<file path="src/rtl/sar_scan_controller.sv">
`default_nettype none
// ============================================================================
// Module      : sar_scan_controller
// Description : Multi-channel successive-approximation ADC scan sequencer.
//               Drives the analog mux select, S/H strobe and DAC trial code.
//               It walks the set bits of a latched channel mask, converting
//               each enabled channel in turn, once or continuously.
//               Build macro SAR_AVG_EN adds per-channel oversampling.
//               With it, 2^AVG_LOG2 conversions are averaged per channel.
// Revision    : 1.0 - initial release
// ============================================================================
module sar_scan_controller #(
  parameter int WIDTH      = 8,
  parameter int NCH        = 4,
  parameter int SAMPLE_CYC = 2,
  parameter int AVG_LOG2   = 2,
  localparam int CH_W      = (NCH > 1) ? $clog2(NCH) : 1
) (
  input  logic             clk,
  input  logic             rst,
  input  logic             go,
  input  logic             continuous,
  input  logic [NCH-1:0]   ch_mask,
  input  logic             cmp,
  output logic             sample,
  output logic [CH_W-1:0]  ch_sel,
  output logic [WIDTH-1:0] value,
  output logic             valid,
  output logic [WIDTH-1:0] result,
  output logic [CH_W-1:0]  result_ch,
  output logic             busy
);

  localparam int SCNT_W = (SAMPLE_CYC > 1) ? $clog2(SAMPLE_CYC) : 1;

  typedef enum logic [1:0] {
    S_IDLE    = 2'd0,
    S_SAMPLE  = 2'd1,
    S_CONVERT = 2'd2
  } state_t;

  state_t            state_q, state_d;
  logic [NCH-1:0]    mask_q, mask_d;
  logic [CH_W-1:0]   ch_q, ch_d;
  logic [WIDTH-1:0]  approx_q, approx_d;
  logic [WIDTH-1:0]  bitm_q, bitm_d;      // one-hot bit under trial
  logic [SCNT_W-1:0] scnt_q, scnt_d;
  logic [WIDTH-1:0]  result_q, result_d;
  logic [CH_W-1:0]   result_ch_q, result_ch_d;
  logic              valid_q, valid_d;

  logic [WIDTH-1:0]  trial;
  logic [WIDTH-1:0]  conv;
  logic [CH_W:0]     nxt;                 // {found, index}
  logic              last_conv;

`ifdef SAR_AVG_EN
  localparam int REP_W = (AVG_LOG2 > 0) ? AVG_LOG2 : 1;
  localparam int NREP  = 1 << AVG_LOG2;
  localparam int ACC_W = WIDTH + AVG_LOG2;

  logic [REP_W-1:0]  rep_q, rep_d;
  logic [ACC_W-1:0]  acc_q, acc_d;
  logic [ACC_W-1:0]  acc_sum;
`else
  logic unused_avg;
  assign unused_avg = (AVG_LOG2 != 0);
`endif

  // Lowest set bit of a mask (caller guarantees the mask is non-zero).
  function automatic logic [CH_W-1:0] lowest_ch(input logic [NCH-1:0] m);
    lowest_ch = '0;
    for (int i = NCH - 1; i >= 0; i--) begin
      if (m[i]) lowest_ch = CH_W'(i);
    end
  endfunction

  // Next set bit strictly above cur; MSB of the return flags that one exists.
  function automatic logic [CH_W:0] next_ch(input logic [NCH-1:0] m,
                                            input logic [CH_W-1:0] cur);
    next_ch = '0;
    for (int i = NCH - 1; i >= 0; i--) begin
      if (m[i] && (i > int'(cur))) next_ch = {1'b1, CH_W'(i)};
    end
  endfunction

  // Next-state and datapath update for the scan / conversion sequencer.
  always_comb begin
    state_d     = state_q;
    mask_d      = mask_q;
    ch_d        = ch_q;
    approx_d    = approx_q;
    bitm_d      = bitm_q;
    scnt_d      = scnt_q;
    result_d    = result_q;
    result_ch_d = result_ch_q;
    valid_d     = 1'b0;
    trial       = approx_q | bitm_q;
    conv        = cmp ? trial : approx_q;
    nxt         = next_ch(mask_q, ch_q);
`ifdef SAR_AVG_EN
    rep_d       = rep_q;
    acc_d       = acc_q;
    // The first repeat starts from zero, so the accumulator needs no clear pass.
    acc_sum     = ((rep_q == '0) ? '0 : acc_q) + ACC_W'(conv);
    last_conv   = (rep_q == REP_W'(NREP - 1));
`else
    last_conv   = 1'b1;
`endif

    case (state_q)
      S_IDLE: begin
        if (go && (ch_mask != '0)) begin
          mask_d  = ch_mask;
          ch_d    = lowest_ch(ch_mask);
          scnt_d  = '0;
          state_d = S_SAMPLE;
`ifdef SAR_AVG_EN
          rep_d   = '0;
`endif
        end
      end

      S_SAMPLE: begin
        if (scnt_q == SCNT_W'(SAMPLE_CYC - 1)) begin
          state_d  = S_CONVERT;
          approx_d = '0;
          bitm_d   = {1'b1, {(WIDTH-1){1'b0}}};
        end else begin
          scnt_d   = scnt_q + 1'b1;
        end
      end

      S_CONVERT: begin
        approx_d = conv;
        bitm_d   = bitm_q >> 1;
        if (bitm_q[0]) begin
          scnt_d  = '0;
          state_d = S_SAMPLE;
          if (last_conv) begin
            valid_d     = 1'b1;
            result_ch_d = ch_q;
`ifdef SAR_AVG_EN
            result_d    = WIDTH'(acc_sum >> AVG_LOG2);
            acc_d       = acc_sum;
            rep_d       = '0;
`else
            result_d    = conv;
`endif
            if (nxt[CH_W]) begin
              ch_d    = nxt[CH_W-1:0];
            end else if (continuous) begin
              ch_d    = lowest_ch(mask_q);
            end else begin
              state_d = S_IDLE;
            end
          end
`ifdef SAR_AVG_EN
          else begin
            rep_d = rep_q + 1'b1;
            acc_d = acc_sum;
          end
`endif
        end
      end

      default: state_d = S_IDLE;
    endcase
  end

  // State and datapath registers, cleared asynchronously by the reset.
  always_ff @(posedge clk or negedge rst) begin
    if (!rst) begin
      state_q     <= S_IDLE;
      mask_q      <= '0;
      ch_q        <= '0;
      approx_q    <= '0;
      bitm_q      <= '0;
      scnt_q      <= '0;
      result_q    <= '0;
      result_ch_q <= '0;
      valid_q     <= 1'b0;
`ifdef SAR_AVG_EN
      rep_q       <= '0;
      acc_q       <= '0;
`endif
    end else begin
      state_q     <= state_d;
      mask_q      <= mask_d;
      ch_q        <= ch_d;
      approx_q    <= approx_d;
      bitm_q      <= bitm_d;
      scnt_q      <= scnt_d;
      result_q    <= result_d;
      result_ch_q <= result_ch_d;
      valid_q     <= valid_d;
`ifdef SAR_AVG_EN
      rep_q       <= rep_d;
      acc_q       <= acc_d;
`endif
    end
  end

  assign sample    = (state_q == S_SAMPLE);
  assign value     = (state_q == S_CONVERT) ? trial : '0;
  assign busy      = (state_q != S_IDLE);
  assign ch_sel    = ch_q;
  assign valid     = valid_q;
  assign result    = result_q;
  assign result_ch = result_ch_q;

endmodule
`default_nettype wire

</file>
<file path="config.mk">
export PLATFORM = sky130hd
export DESIGN_NAME = sar_scan_controller
export DESIGN_NICKNAME = d
export VERILOG_FILES = /design/src/rtl/sar_scan_controller.sv
export SDC_FILE = /design/constraint.sdc
export NUM_CORES = 1
export LEC_CHECK = 0
export CAP_MARGIN = 20
export CORE_MARGIN = 2
export CORE_UTILIZATION = 45
export DETAILED_ROUTE_END_ITERATION = 10
export PLACE_DENSITY = 0.8
export SYNTH_ARGS = -nofsm -noshare
export SYNTH_HDL_FRONTEND = slang
export SYNTH_SLANG_ARGS = --single-unit
</file>
<file path="constraint.sdc">
create_clock -name clk -period 2.1 [get_ports clk]
set_input_delay 0.315 -clock clk [delete_from_list [all_inputs] [get_ports clk]]
set_output_delay 0.315 -clock clk [all_outputs]
set_load 0.1 [all_outputs]
</file>
[After elaboration in Yosys (flattened, before gate mapping)]
Index checks and enable logic that the tools add are counted.
Word-level totals
  bits in registers: 36
  input bits: 9
  output and inout bits: 23
  word-level logic and storage cells: 70
Operators by class
  add/subtract/negate cells: 1
  $lt $le $gt $ge: 3
  equality and inequality tests: 6
  mux-type cells: 34
  bitwise gates (word level): 1
  reduce and logical (&&, ||, !) cells: 16
Operators with widths (number)
  $mux W8: 4
  $pmux W8 S2: 2
  $mux W2: 15
  $mux W3: 3
  $or A8 B8 Y8: 1
  $mux W1: 7
  $pmux W2 S3: 1
  $reduce_and A2 Y1: 3
  $reduce_and A3 Y1: 2
  $reduce_bool A2 Y1: 3
  $gt A2 B2 Y1 const A: 2
  $logic_and A1 B1 Y1: 4
  $ne A2 B2 Y1 const B: 2
  $pmux W2 S2: 1
  $reduce_and A4 Y1: 1
  $reduce_bool A4 Y1: 1
  $ne A3 B3 Y1 const B: 1
  $pmux W1 S3: 1
  $reduce_bool A3 Y1: 1
  $eq A2 B1 Y1 const B: 1
  $eq A2 B2 Y1 const B: 1
  $gt A1 B2 Y1 const A: 1
  $logic_not A2 Y1: 1
  $ne A2 B1 Y1 const B: 1
  $add A1 B1 Y1 const B: 1

[Longest topological paths before layout]
Gate-level depths: netlist (run 1).
  depth after elaboration: 8
  mapped depth: 7
  depth with buffers taken out: 5

[Worst setup path after synthesis (run 1)]
OpenSTA, ideal clock, no wires.
  path type: flip-flop to flip-flop
  start: reg state_q[1]
  end: reg approx_q[0]
  setup time: 0.122 ns
  arrival: 2.776 ns
  data required time: 1.978 ns
  setup slack: -0.797 ns
  stages on the path, launching flop included: 5
  path buffers: 1
  clock period less this slack: 2.897 ns
  path through: dfrtp_1 -> buf_2 -> nor2b_1 -> nand2_1 -> a22o_1
On the way
  word-level cells in the longest chain between the ends: 3
  elaborated cells between the ends (all ways): 6
  classes of those cells: eq/ne: 3; mux: 1; reduce/logical: 2
RTL lines
  start, declared: line 42  | state_t state_q, state_d;
  start signal, assigned: line 188  | state_q <= state_d;
  $eq A2 B1 Y1 (*)
  net sample: line 25  | output logic sample,
  $ne A2 B1 Y1 (no source line) or $reduce_bool A2 Y1 (tied branches)
  $reduce_and A2 Y1 (no source line)
  end signal, assigned: line 191  | approx_q <= approx_d;
  end, declared: line 45  | logic [WIDTH-1:0] approx_q, approx_d;
The timed path passes the listed nets; every way through them passes the cells marked *.
A chain may end at the register's enable or synchronous reset.

[Worst setup path in the final report (run 1)]
  start: reg state_q[0]
  end: out value[1]
On the way
  word-level cells in the longest chain between the ends: 2
RTL lines
  $eq A2 B2 Y1: line 205  | assign value = (state_q == S_CONVERT) ? trial : '0;
  $mux W8: line 205
  end, declared: line 27  | output logic [WIDTH-1:0] value,
No other way between the ends.

==> impl_metrics.ini, run 1 <==
[synth]
synth-edff-count = 0
synth.distinct_cells = 29
synthAdderAreaFrac_pct = 0
synth_nets = 178
synth_xor_xnor_area_share_pct = 0
ys_top_cells_by_area = dfrtp_1 (56%), nand2_1 (7.0%), o21ai_0 (5.3%)
ys.flop_type = dfrtp_1
yosys_warnings = 0
netlist.area_leader.share_pct = 56.0
postSynthCellCount = 169
synthMuxAreaShare_pct = 4.35
synth_compound_area_share_pct = 19.5
synth_top_family_by_area = compound AO/OA/AOI/OAI gates
seq_area_frac_synth_pct = 56.0
synth-seq-cells = 36
synth.avg_cell_area_um2 = 9.52
synth-async-reset-ratio_pct = 100
synth_top_area_cell = dfrtp_1
netlist_area_um2 = 1610
synth-simple-area-share_pct = 16.1

[routing]
routedWlPerCell_um = 14.5
ant_nets = 0
drtIter0Drc = 73
wl_mm = 3.66
drc = 0
drtPass1Iterations = 4
vias = 1347
vias_per_cell = 5.35

[cts]
clock-sinks = 36
cts-htree-levels = 2
clockBufferDepth = 2
clk_pin_slew_worst_paths_ns = 0.10
worstSkewPairLatency_ns = 0.35
numCtsBuffers = 5
cts_tree = built
ctsHoldBuffers = 0
clock-root-buffer = clkbuf_4

[placed_design]
dp_cells = 244
hpwl_mm = 2.73
dpl-instance-area_um2 = 2080
io_buffers = 31
gp_congestion = 0.823

[global_route]
gr-total-overflow = 0
antenna_found_initial = 0
grt_usage_pct = 19.7
grt_max_degree = 37
grt_first_pass_wirelength_mm = 6.13
grt_pass1_vias = 1354

[finish]
fillCellCount = 264
area_delta_synth_final_pct = 33.4
multi_input_area_um2 = 668
nNetsFinal = 214
final_area_um2 = 2150
final_cell_mix = dfrtp_1 (34), nand2_1 (30), buf_4 (20)
drive_gt1_share_pct = 27.2
layout_commonest_cell = dfrtp_1
n_antenna_cell = 0
final-seq-area_um2 = 903
final_cells = 252

[sta]
slew_headroom_pct = 68.6
grt_setup_unrepaired = false
finalMaxSlewViolations = 0
finalClockSkew_ns = 0.00681
period_minus_slack_ns = 1.96
worst_slew_pin_slew_ns = 0.470
timing.fmax_mhz = 510
fin_crit_sh_pct = 93.3
final-hold-violation-count = 0
finalSetupTns_ns = 0
setup_violations = 0

[floorplanning]
initial_utilization_pct = 47.5
core_um2 = 3390
dieArea_um2 = 4070
ioPinCount = 32
die_w_um = 63.8
die_y_um = 63.8
row_count = 21

[worst_setup_path]
worstPathArrival_ns = 1.64
worst-path-max-fanout = 11
startpoint_type = flip-flop
setup.worst_path.end = value[1]
startpoint = state_q[0]
end_kind = primary output
r2r_slack_ns = 0.31
regToRegStartpoint = ch_sel[1]
worstPathRequired_ns = 1.78
critPathKind = reg -> out
r2r_cells = 4
r2r_end = ch_sel[1]

[status]
outcome = finished clean

[min_path]
hp-class = in -> async

[run]
maxCapViolations = 0
worst min-delay path by stage:
stage | from | endpoint | cells after the start
floorplan | rst | approx_q[0] | 0
global placement | result[1] | result[1] | 2
detailed placement | result[0] | result[0] | 2
CTS | rst | mask_q[2] | 2
global route | rst | mask_q[1] | 2
finish | rst | mask_q[1] | 2
state kept, by name, indices dropped and copies added (netlist names):
signal / flops
mask_q: 4
state_q: 2
ch_sel: 2
valid: 1
result_ch: 2
scnt_q: 1
approx_q: 8
result: 8
bitm_q: 8
per-stage QoR:
stage / util [%] / hold WS (ns) / worst slack [ns]
final: 63.3 / 0.369 / 0.141
after global routing: 63.3 / 0.410 / 0.0788
after CTS: 63.3 / 0.394 / 0.137
after detailed placement: 61.5 / 0.473 / 0.0598
after global placement: 61.5 / 0.463 / 0.122
after floorplan: - / 0.0194 / -0.0959
cell families after synthesis:
family / count (synthesis)
compound gates: 49
simple gates: 62
flops: 36
buf+inv: 16
mux: 6
what timing repair did:
| action | in CTS | in global routing |
|---|---|---|
| setup endpoints to repair | 1 | 0 |
| setup buffers | 0 | 0 |
| resized for setup | 1 | 0 |
layer usage:
layer  routed length, um  vias up  share of wire (%)  GRT usage [%]
met5                   0        -                  0              0
met4                  71        0                1.9           9.78
met3                 211        7                5.8           4.93
met2                1760       47                 48           30.9
met1                1620      649                 44           25.4
li1                    -      644                  -              -
critical path: stages (launching register included):
cell      delay, ns
dfrtp_1        0.49
nand2b_2       0.38
nor2_2         0.23
buf_12         0.19
cell type report:
cell class,instances,area share (%)
tap,46,2.68
timing repair buffer,38,20.0
clock buffer,6,2.39
clock inverter,2,0.466
multi-input combinational,117,31.1
sequential,36,42.1
inverter,7,1.22
synthesized netlist by cell type (4+ instances only):
library cell and number:
o21ai_0 17, buf_2 4, a21oi_1 15, nor2_1 21, clkbuf_1 5, inv_1 7, a22o_1 7, nand2_1 30
dfrtp_1 36
Power of run 1 is left out: the tool's default activity adds up to more than one toggle a clock period on the data nets, which glitch-free logic cannot reach.
==> inputs of run 2 (changes only) <==
Settings changed: PLACE_DENSITY 0.8 to 0.83.
Clock period 2.1 ns to 1.8 ns, I/O delays scaled along.
==> run 2 against run 1 <==
Effect of this change: hold slack got worse by 0.037 ns; core utilization increased by 4.5 points; via count grew 0.30%; final area is 7.1% higher; sequential share of layout area fell by 2.4 points; clock skew up 0.0037 ns; non-clock buffer count up 8; critical path depth increased by 1.
==> impl_metrics.ini, run 2 (synthesized netlist as in run 1, its figures left out) <==
[status]
outcome = finished clean

[worst_setup_path]
cpPeakStageDelay_ns = 0.43
startpoint_type = flip-flop
r2r_end = ch_sel[1]
cp_slowest_cell = dfrtp_2
regToRegStartpoint = ch_sel[0]
critPathKind = reg -> out
r2r_cells = 4
crit_top_cell = buf_12
worstPathArrival_ns = 1.45
end_kind = primary output
worst-path-max-fanout = 18
cp_top_family = flip-flops
crit_chain = nand2b_1 > buf_12 > nor2_4 > buf_12
r2r_slack_ns = 0.09
worstPathRequired_ns = 1.53
critPathBufInv = 2

[finish]
nNetsFinal = 222
n_antenna_cell = 0
final_cells = 260
final-seq-area_um2 = 911
fillCellCount = 237
layout_commonest_cell = dfrtp_1
drive_gt1_share_pct = 30.4
multi_input_area_um2 = 713
final_area_um2 = 2300
final_cell_mix = dfrtp_1 (32), nand2_1 (30), buf_4 (25)
area_delta_synth_final_pct = 42.8

[sta]
worst_slew_pin_slew_ns = 0.500
final-hold-violation-count = 0
grt_setup_unrepaired = false
fin_crit_sh_pct = 95.7
timing.fmax_mhz = 581
setup_ws_ns = 0.0776
finalClockSkew_ns = 0.0105
slew_headroom_pct = 66.5
setup_violations = 0
finalMaxSlewViolations = 0
period_minus_slack_ns = 1.72

[floorplanning]
dieArea_um2 = 4070
die_y_um = 63.8
ioPinCount = 32
core_um2 = 3390
die_w_um = 63.8
row_count = 21
initial_utilization_pct = 47.5

[global_route]
grt_pass1_vias = 1311
grt_util_met1_pct = 27.0
antenna_found_initial = 0
met3_usage_pct = 5.46
use_met2_pct = 31.0
gr-total-overflow = 0
busiest_layer = met2
grt_max_degree = 37
grt_usage_pct = 19.7
grt_first_pass_wirelength_mm = 6.16

[cts]
cts-htree-levels = 2
ctsHoldBuffers = 0
clk_pin_slew_worst_paths_ns = 0.11
clock-sinks = 36
cts_tree = built
clock-root-buffer = clkbuf_4
clockBufferDepth = 2
numCtsBuffers = 5
worstSkewPairLatency_ns = 0.34

[placed_design]
gp_congestion = 0.789
hpwl_mm = 2.71
dp_cells = 250
dpl-instance-area_um2 = 2220
io_buffers = 31
preCtsSetupSlack_ns = -0.120

[routing]
routedWlPerCell_um = 13.9
vias_per_cell = 5.20
vias = 1351
drtPass1Iterations = 4
wl_mm = 3.60
ant_nets = 0
drtIter0Drc = 52
drc = 0

[run]
maxCapViolations = 0

[min_path]
hp-class = in -> async
## run 2: what timing repair did
action                                  CTS  global route
resized for setup                         1             1
endpoints found under the setup margin    8             5
setup buffers                             1             1
## run 2: per-layer routing
layer | vias to the layer above | wire length [um]
li1 | 666 | -
met1 | 644 | 1650
met2 | 36 | 1770
met3 | 5 | 154
met4 | 0 | 36
met5 | - | 0
## run 2: stage by stage
stage / hold slack [ns] / utilization (%) / TNS, ns
6_report: 0.332 / 67.8 / 0
4_1_cts: 0.338 / 67.6 / 0
2_1_floorplan: -0.0256 / - / -0.166
5_1_grt: 0.362 / 67.8 / 0
3_5_place_dp: 0.473 / 65.4 / -0.543
3_3_place_gp: 0.463 / 65.4 / -0.323
## run 2: worst max-delay path by stage
stage,endpoint,slack (ns),cells after the start,startpoint
2_1_floorplan,ch_sel[1],-0.08,4,ch_sel[1]
3_3_place_gp,ch_sel[1],-0.09,6,ch_mask[1]
3_5_place_dp,ch_sel[1],-0.12,6,ch_mask[1]
4_1_cts,ch_sel[1],0.07,5,mask_q[1]
5_1_grt,ch_sel[0],0.02,6,mask_q[1]
6_report,value[4],0.08,4,state_q[0]
## run 2: layout make-up
class	count	share of cell area [%]
sequential	36	39.6
multi-input combinational	117	31.0
timing repair buffer	46	23.0
tap	46	2.50
clock buffer	7	2.40
inverter	7	1.14
clock inverter	1	0.327
Power of run 2 is left out for the same reason.
